$ cat config.mk
export PLATFORM = sky130hd
export DESIGN_NAME = operand_sel_pipe
export DESIGN_NICKNAME = d
export VERILOG_FILES = /design/src/rtl/operand_sel_pipe.sv
export SDC_FILE = /design/constraint.sdc
export NUM_CORES = 1
export LEC_CHECK = 0
export ABC_AREA = 1
export CAP_MARGIN = 20
export CORE_MARGIN = 8
export CORE_UTILIZATION = 44
export DETAILED_ROUTE_END_ITERATION = 8
export GPL_TIMING_DRIVEN = 0
export PLACE_DENSITY = 0.92
export RECOVER_POWER = 25
export SETUP_SLACK_MARGIN = 0.5
export SLEW_MARGIN = 20
export SYNTH_ARGS = -nofsm -noshare
export SYNTH_HDL_FRONTEND = slang
export SYNTH_SLANG_ARGS = --single-unit
$ cat constraint.sdc
create_clock -name clk -period 1.7 [get_ports clk]
set_input_delay 0.255 -clock clk [delete_from_list [all_inputs] [get_ports clk]]
set_output_delay 0.255 -clock clk [all_outputs]
set_load 0.01 [all_outputs]
$ cat src/rtl/operand_sel_pipe.sv
// operand_sel_pipe
//   N-way operand select with a registered output stage, one skid entry and a
//   valid/ready handshake. Sits between register-read/forwarding and execute.
//   An out-of-range select captures all zeros and sets a sticky error flag.
//
// Parameters
//   WIDTH   data width per input and output
//   NUM_IN  number of selectable inputs (2..16)
//   SEL_W   select width, at least clog2(NUM_IN)
//
// Ports
//   clk          rising-edge clock
//   rst_n        asynchronous active-low reset
//   flush        synchronous flush, drops all buffered beats
//   in_data      packed inputs, input k at [k*WIDTH +: WIDTH]
//   in_sel       index of the input to capture
//   in_valid     upstream beat present
//   in_ready     block can accept a beat (registered)
//   out_data     selected operand (registered)
//   out_valid    out_data holds a valid beat
//   out_ready    downstream accepts out_data
//   sel_err      sticky: an out-of-range select was accepted
//   sel_err_cnt  (only with SEL_ERR_CNT_EN) saturating count of accepted
//                out-of-range selects
//
// Build option: define SEL_ERR_CNT_EN to add the sel_err_cnt port and counter.

module operand_sel_pipe #(
  parameter int WIDTH  = 32,
  parameter int NUM_IN = 4,
  parameter int SEL_W  = 2
) (
  input  logic                    clk,
  input  logic                    rst_n,
  input  logic                    flush,
  input  logic [NUM_IN*WIDTH-1:0] in_data,
  input  logic [SEL_W-1:0]        in_sel,
  input  logic                    in_valid,
  output logic                    in_ready,
  output logic [WIDTH-1:0]        out_data,
  output logic                    out_valid,
  input  logic                    out_ready,
  output logic                    sel_err
`ifdef SEL_ERR_CNT_EN
  ,
  output logic [7:0]              sel_err_cnt
`endif
);

  localparam logic [1:0] EMPTY = 2'd0;
  localparam logic [1:0] ONE   = 2'd1;
  localparam logic [1:0] FULL  = 2'd2;

  logic [1:0]       state;
  logic [1:0]       state_nxt;
  logic [WIDTH-1:0] skid_data;
  logic [WIDTH-1:0] sel_data;
  logic             sel_hit;
  logic             accept;
  logic             emit;
  logic             load_main_in;
  logic             load_main_skid;
  logic             load_skid;
  logic             sel_bad;

  assign accept = in_valid & in_ready;
  assign emit   = out_valid & out_ready;

  // Out-of-range selects fall through with sel_hit low and zero data.
  always_comb begin
    sel_data = '0;
    sel_hit  = 1'b0;
    for (int unsigned k = 0; k < NUM_IN; k++) begin
      if (in_sel == SEL_W'(k)) begin
        sel_data = in_data[k*WIDTH +: WIDTH];
        sel_hit  = 1'b1;
      end
    end
  end

  // The skid entry is valid exactly when the state is FULL.
  always_comb begin
    state_nxt      = state;
    load_main_in   = 1'b0;
    load_main_skid = 1'b0;
    load_skid      = 1'b0;
    if (flush) begin
      state_nxt = EMPTY;
    end else begin
      case (state)
        EMPTY: begin
          if (accept) begin
            load_main_in = 1'b1;
            state_nxt    = ONE;
          end
        end
        ONE: begin
          if (accept && emit) begin
            load_main_in = 1'b1;
          end else if (accept) begin
            load_skid = 1'b1;
            state_nxt = FULL;
          end else if (emit) begin
            state_nxt = EMPTY;
          end
        end
        FULL: begin
          if (emit) begin
            load_main_skid = 1'b1;
            state_nxt      = ONE;
          end
        end
        default: state_nxt = EMPTY;
      endcase
    end
  end

  // A beat offered on a flush cycle is discarded, error included.
  assign sel_bad = accept & ~flush & ~sel_hit;

  always_ff @(posedge clk or negedge rst_n) begin
    if (!rst_n) begin
      state     <= EMPTY;
      out_valid <= 1'b0;
      in_ready  <= 1'b1;
      out_data  <= '0;
      skid_data <= '0;
      sel_err   <= 1'b0;
    end else begin
      state     <= state_nxt;
      out_valid <= (state_nxt != EMPTY);
      in_ready  <= (state_nxt != FULL);
      if (load_main_in) begin
        out_data <= sel_data;
      end else if (load_main_skid) begin
        out_data <= skid_data;
      end
      if (load_skid) begin
        skid_data <= sel_data;
      end
      if (sel_bad) begin
        sel_err <= 1'b1;
      end
    end
  end

`ifdef SEL_ERR_CNT_EN
  always_ff @(posedge clk or negedge rst_n) begin
    if (!rst_n) begin
      sel_err_cnt <= '0;
    end else if (sel_bad && (sel_err_cnt != 8'hFF)) begin
      sel_err_cnt <= sel_err_cnt + 8'd1;
    end
  end
`endif

endmodule

Word level (Yosys, flattened, before mapping)
Cells that the tools add are included.
{"block": "classes", "n_eq_ne": 6, "bitwise_logic": 6, "n_mux": 27, "reduce_logical": 5}
{"op": "32-bit 2-to-1 mux", "n": 6}
{"op": "1-bit 2-to-1 mux", "n": 13}
{"op": "2-bit 2-to-1 mux", "n": 6}
{"op": "2-bit == test (second input constant)", "n": 3}
{"op": "2-bit case mux with 3 select lines", "n": 1}
{"op": "1-bit AND", "n": 4}
{"op": "2-bit by 1-bit == test with 1-bit output (second input constant)", "n": 2}
{"op": "2-bit logical NOT", "n": 2}
{"op": "2-bit nonzero test", "n": 2}
{"op": "2-bit != test (second input constant)", "n": 1}
{"op": "1-bit inverter", "n": 2}
{"op": "1-bit case mux with 2 select lines", "n": 1}
{"op": "1-bit logical AND", "n": 1}
{"block": "word_totals", "output_inout_bits": 35, "wordCells": 50, "input_bits": 135, "ff_bits": 69}

Depth between registers and ports, before layout
{"block": "logic_depth", "ltp_word": 7, "depth_mapped": 7, "mapped_depth_nobuf": 6}

Least setup slack after synthesis
No wires, ideal clock.
{"block": "synth_path", "path_kind": "register -> register", "startpoint": "reg in_ready", "endpoint": "reg skid_data[0]", "t_required_ns": 1.580, "stages_incl_launch_ff": 7, "slack_ns": 0.414, "path_buffers": 1, "setup_ns": 0.120, "t_arrival_ns": 1.165, "synth_period_minus_slack_ns": 1.286, "path_cell_list": "dfstp_2 nand2_1 inv_2 nand2_4 clkbuf_1 o21ai_0 nand2_1"}
{"block": "synth_via", "elab_chain_len": 5, "elab_cells_between_ends": 6, "classes_between": "mux (4); bitwise (1); reduce/logical (1)"}
{"item": "start: declaration", "line_no": "39", "text": "output logic in_ready,"}
{"item": "start signal: assignment", "line_no": "132", "text": "in_ready <= (state_nxt != FULL);"}
{"item": "1-bit AND *", "line_no": "66", "text": "assign accept = in_valid & in_ready;"}
{"item": "1-bit 2-to-1 mux / 1-bit logical AND (equally long branches)", "line_no": "100, 98"}
{"item": "1-bit 2-to-1 mux *", "line_no": "98", "text": "if (accept && emit) begin"}
{"item": "1-bit 2-to-1 mux *", "line_no": "90", "text": "case (state)"}
{"item": "1-bit 2-to-1 mux *", "line_no": "87", "text": "if (flush) begin"}
{"item": "end signal: assignment", "line_no": "139", "text": "skid_data <= sel_data;"}
{"item": "end: declaration", "line_no": "56", "text": "logic [WIDTH-1:0] skid_data;"}
Every way passes the cells marked *; elsewhere a longest branch is shown, timed or not.
A chain may end at the register's enable or synchronous reset.

Worst setup path in the final report
{"block": "layout_path", "startpoint": "reg in_ready", "endpoint": "reg skid_data[15]"}
Same word-level chain as after synthesis.

==> impl_metrics.py <==
metrics = {
    "run_status": {
        "status": "complete, no violations",
    },
    "worst_setup_path": {
        "path_cells": "nand2_4 > inv_4 > nand2_8 > nor2_4 > buf_6 > buf_6 > nand3_2 > nand2_2",
        "critical-path-max-stage-delay_ns": 0.55,
        "critPathArrivalTime_ns": 1.72,
        "endpoint_kind": "flip-flop",
        "setup.worst_path.start_class": "flip-flop",
        "cpMostUsedCell": "buf_6",
        "worstPathRequired_ns": 1.98,
        "cp_slowest_cell": "dfstp_2",
        "path_max_fanout": 7,
        "crit_type": "reg2reg",
    },
    "final_layout": {
        "multi_input_area_um2": 2390,
        "design_area_um2": 6700,
        "seqCellArea_um2": 1730,
        "drive_gt1_share_pct": 28.6,
        "num_antenna_cells": 0,
        "layout.cells.non_filler": 855,
        "n_fill_cell": 691,
        "area_growth_pct": 63.5,
        "nNetsFinal": 874,
    },
    "routing": {
        "dr.pass1.iters": 6,
        "wl_met1_um": 6310,
        "top_layer": "met4",
        "dr_wl_met2_um": 8600,
        "drt-total-wl_um": 17100,
        "drc": 0,
        "detail_route.vias_per_cell": 5.89,
        "routedWlPerCell_um": 20.0,
        "route.met3.wl_um": 1520,
        "via_count": 5033,
        "initialDrtViolationCount": 476,
        "ant_nets": 0,
    },
    "sta": {
        "fin_crit_ns": 1.44,
        "drv_slew": 0,
        "clock_skew_ns": 0.00763,
        "min_period_over_period_pct": 84.8,
        "fin_setup_tns_ns": 0,
        "hold_viol_final": 0,
        "relSlewSlack_pct": 36.6,
        "max_freq_ghz": 0.694,
        "setup_viol": 0,
        "whs_ns": 0.453,
        "rsz0062_at_grt": "true",
        "worstMarginPinSlew_ns": 0.951,
    },
    "placement": {
        "dp_hpwl_um": 12000,
        "dpl_cell_area_um2": 6080,
        "place_congestion": 0.864,
        "dp_cells": 804,
        "portBuffers": 168,
    },
    "clocking": {
        "cts_buffer_depth": 2,
        "cts_tree": "built",
        "clock-sinks": 69,
        "clkTransAtPathRegs_ns": 0.07,
        "cts_buffers": 9,
        "clk_latency_ns": 0.34,
        "cts-root-buf": "clkbuf_8",
        "cts_max_level": 3,
    },
    "global_route": {
        "grt_pass1_vias": 5258,
        "grt_max_degree": 37,
        "grtUsageTotal_pct": 25.7,
        "grt.overflow.total": 0,
        "antenna_found_initial": 0,
        "grt_pass1_wl_um": 26200,
    },
    "power_and_ir_drop": {
        "intPower_uw": 3890,
        "power.share.clock_pct": 19.6,
        "p_sw_share_pct": 35.2,
        "p_comb_share_pct": 37.4,
        "powerDensity_nw_per_um2": 895,
        "p_leak_uw": 0.00299,
        "seqPwrFrac_pct": 43.0,
        "vdd_drop_max_mv": 0.611,
        "p_switching_uw": 2110,
    },
    "synthesis": {
        "syn_area_um2": 4100,
        "yosys.area_share.simple_pct": 41.7,
        "synth_nets": 659,
        "syn_inst": 524,
        "synth-seq-cells": 69,
        "synth_top_family_by_area": "simple AND/OR/NAND/NOR gates",
        "syn_area_per_cell_um2": 7.82,
        "synth_xor_area_share_pct": 0,
        "yosysUniqueCellTypes": 22,
        "yosys_warnings": 0,
        "synthMuxAreaShare_pct": 0,
        "synth_fa_ha_area_share_pct": 0,
        "synth-compound-area-share_pct": 8.33,
        "ys_seq_area_share_pct": 42.1,
    },
    "floorplan": {
        "dieArea_um2": 12700,
        "die_h_um": 113,
        "ioPinCount": 170,
        "fp-row-count": 35,
        "die_x_um": 113,
        "start_util_pct": 44.8,
        "core_um2": 9150,
    },
    "flow_run": {
        "maxCapViolations": 0,
    },
    "min_path": {
        "hold_class": "in2reg",
    },
}
-- final cells by class --
cell class / count / share of cell area, %
plain buffers: 41 / 5.47
clock inverters: 3 / 0.224
flip-flops and latches: 69 / 25.8
clock buffers: 13 / 2.22
well taps: 111 / 2.07
inverters: 9 / 0.616
multi-input cells: 405 / 35.6
repair buffers: 204 / 28.0
-- cell usage after synthesis --
cell type | number | area share [%]
nor2_8 | 2 | 0.98
a21oi_4 | 1 | 0.40
nand2_2 | 1 | 0.15
nor2_2 | 1 | 0.15
nand2_1 | 100 | 9.2
or2_1 | 26 | 4.0
inv_1 | 6 | 0.55
nand3_2 | 9 | 2.2
nand3_1 | 187 | 23
or2_2 | 6 | 0.92
clkbuf_1 | 12 | 1.1
nand2_4 | 2 | 0.55
buf_2 | 10 | 1.2
inv_2 | 3 | 0.27
dfrtp_1 | 68 | 42
buf_4 | 8 | 1.5
buf_6 | 9 | 2.5
nor2_1 | 3 | 0.27
buf_8 | 2 | 0.73
o21ai_0 | 65 | 7.9
dfstp_2 | 1 | 0.64
nor2_4 | 2 | 0.55
-- logic make-up (layout without fill, tap and decap cells) --
family	Yosys count	count (layout)
simple gates	339	339
flops	69	69
compound gates	66	66
buf+inv	50	270
-- worst paths after layout --
kind	startpoint	endpoint	slack, ns	cells past startpoint
max in group asynchronous	rst_n	in_ready	0.32	3
worst max register to register	in_ready	skid_data[15]	0.26	8
worst max-delay path	in_ready	skid_data[15]	0.26	8
worst min-delay path	in_sel[1]	out_data[31]	0.45	5
worst min register to register	sel_err	sel_err	0.46	1
min in group asynchronous	rst_n	out_data[4]	0.60	2
-- cell usage in the layout, fill, tap and decap left out, types with 3 or more instances in the layout --
cell type,instances
nand3_1,135
clkdlybuf4s50_1,131
nand2_1,95
dfrtp_1,68
nand3_2,58
o21ai_0,51
buf_2,40
buf_4,30
or2_1,26
buf_6,19
clkbuf_8,10
o21ai_1,9
clkbuf_2,9
inv_1,6
clkbuf_1,6
or2_2,6
nand2_2,5
buf_8,5
o21ai_2,5
nor2_4,3
nand3_4,3
clkbuf_16,3
clkinv_2,3
-- metrics by stage --
step / setup WS [ns] / total power, µW / utilization, %
after floorplan: 0.443 / 3500 / -
after global placement: -1.83 / 4550 / 66.3
after detailed placement: -0.110 / 4670 / 66.5
after CTS: 0.297 / 5840 / 70.9
after global routing: 0.163 / 6310 / 73.2
final: 0.259 / 6000 / 73.2
-- metal layers --
metal	vias to the layer above	track usage, %
met5	-	0
met4	0	13.6
met3	66	6.71
met2	338	43.6
met1	2393	29.2
li1	2236	-
-- registers in the layout, summed over array words and instances (netlist names) --
name and cells:
in_ready 1, out_valid 1, skid_data 32, out_data 32
state 2, sel_err 1
-- power groups by stage --
| stage | combinational [µW] | sequential [µW] | clock, µW |
|---|---|---|---|
| finish | 2240 | 2580 | 1180 |
| global route | 2430 | 2620 | 1250 |
| CTS | 2130 | 2530 | 1190 |
| detailed placement | 2110 | 2560 | 0 |
| global placement | 2030 | 2530 | 0 |
| floorplan | 898 | 2600 | 0 |
-- timing repair --
action / in CTS / in global routing
hold buffers: 1 / 0
cloned: 4 / 2
setup buffers: 23 / 5
endpoints found under the hold margin: 35 / 0
pin swaps: 10 / 7
resized for setup: 187 / 35
endpoints found under the setup margin: 101 / 67
-- critical path, delay by kind of cell (launching register included) --
kind	cells	cell delay [ns]
flops	1	0.55
buf+inv	3	0.36
simple gates	5	0.47
No activity file was read; power rests on OpenSTA's default activity.
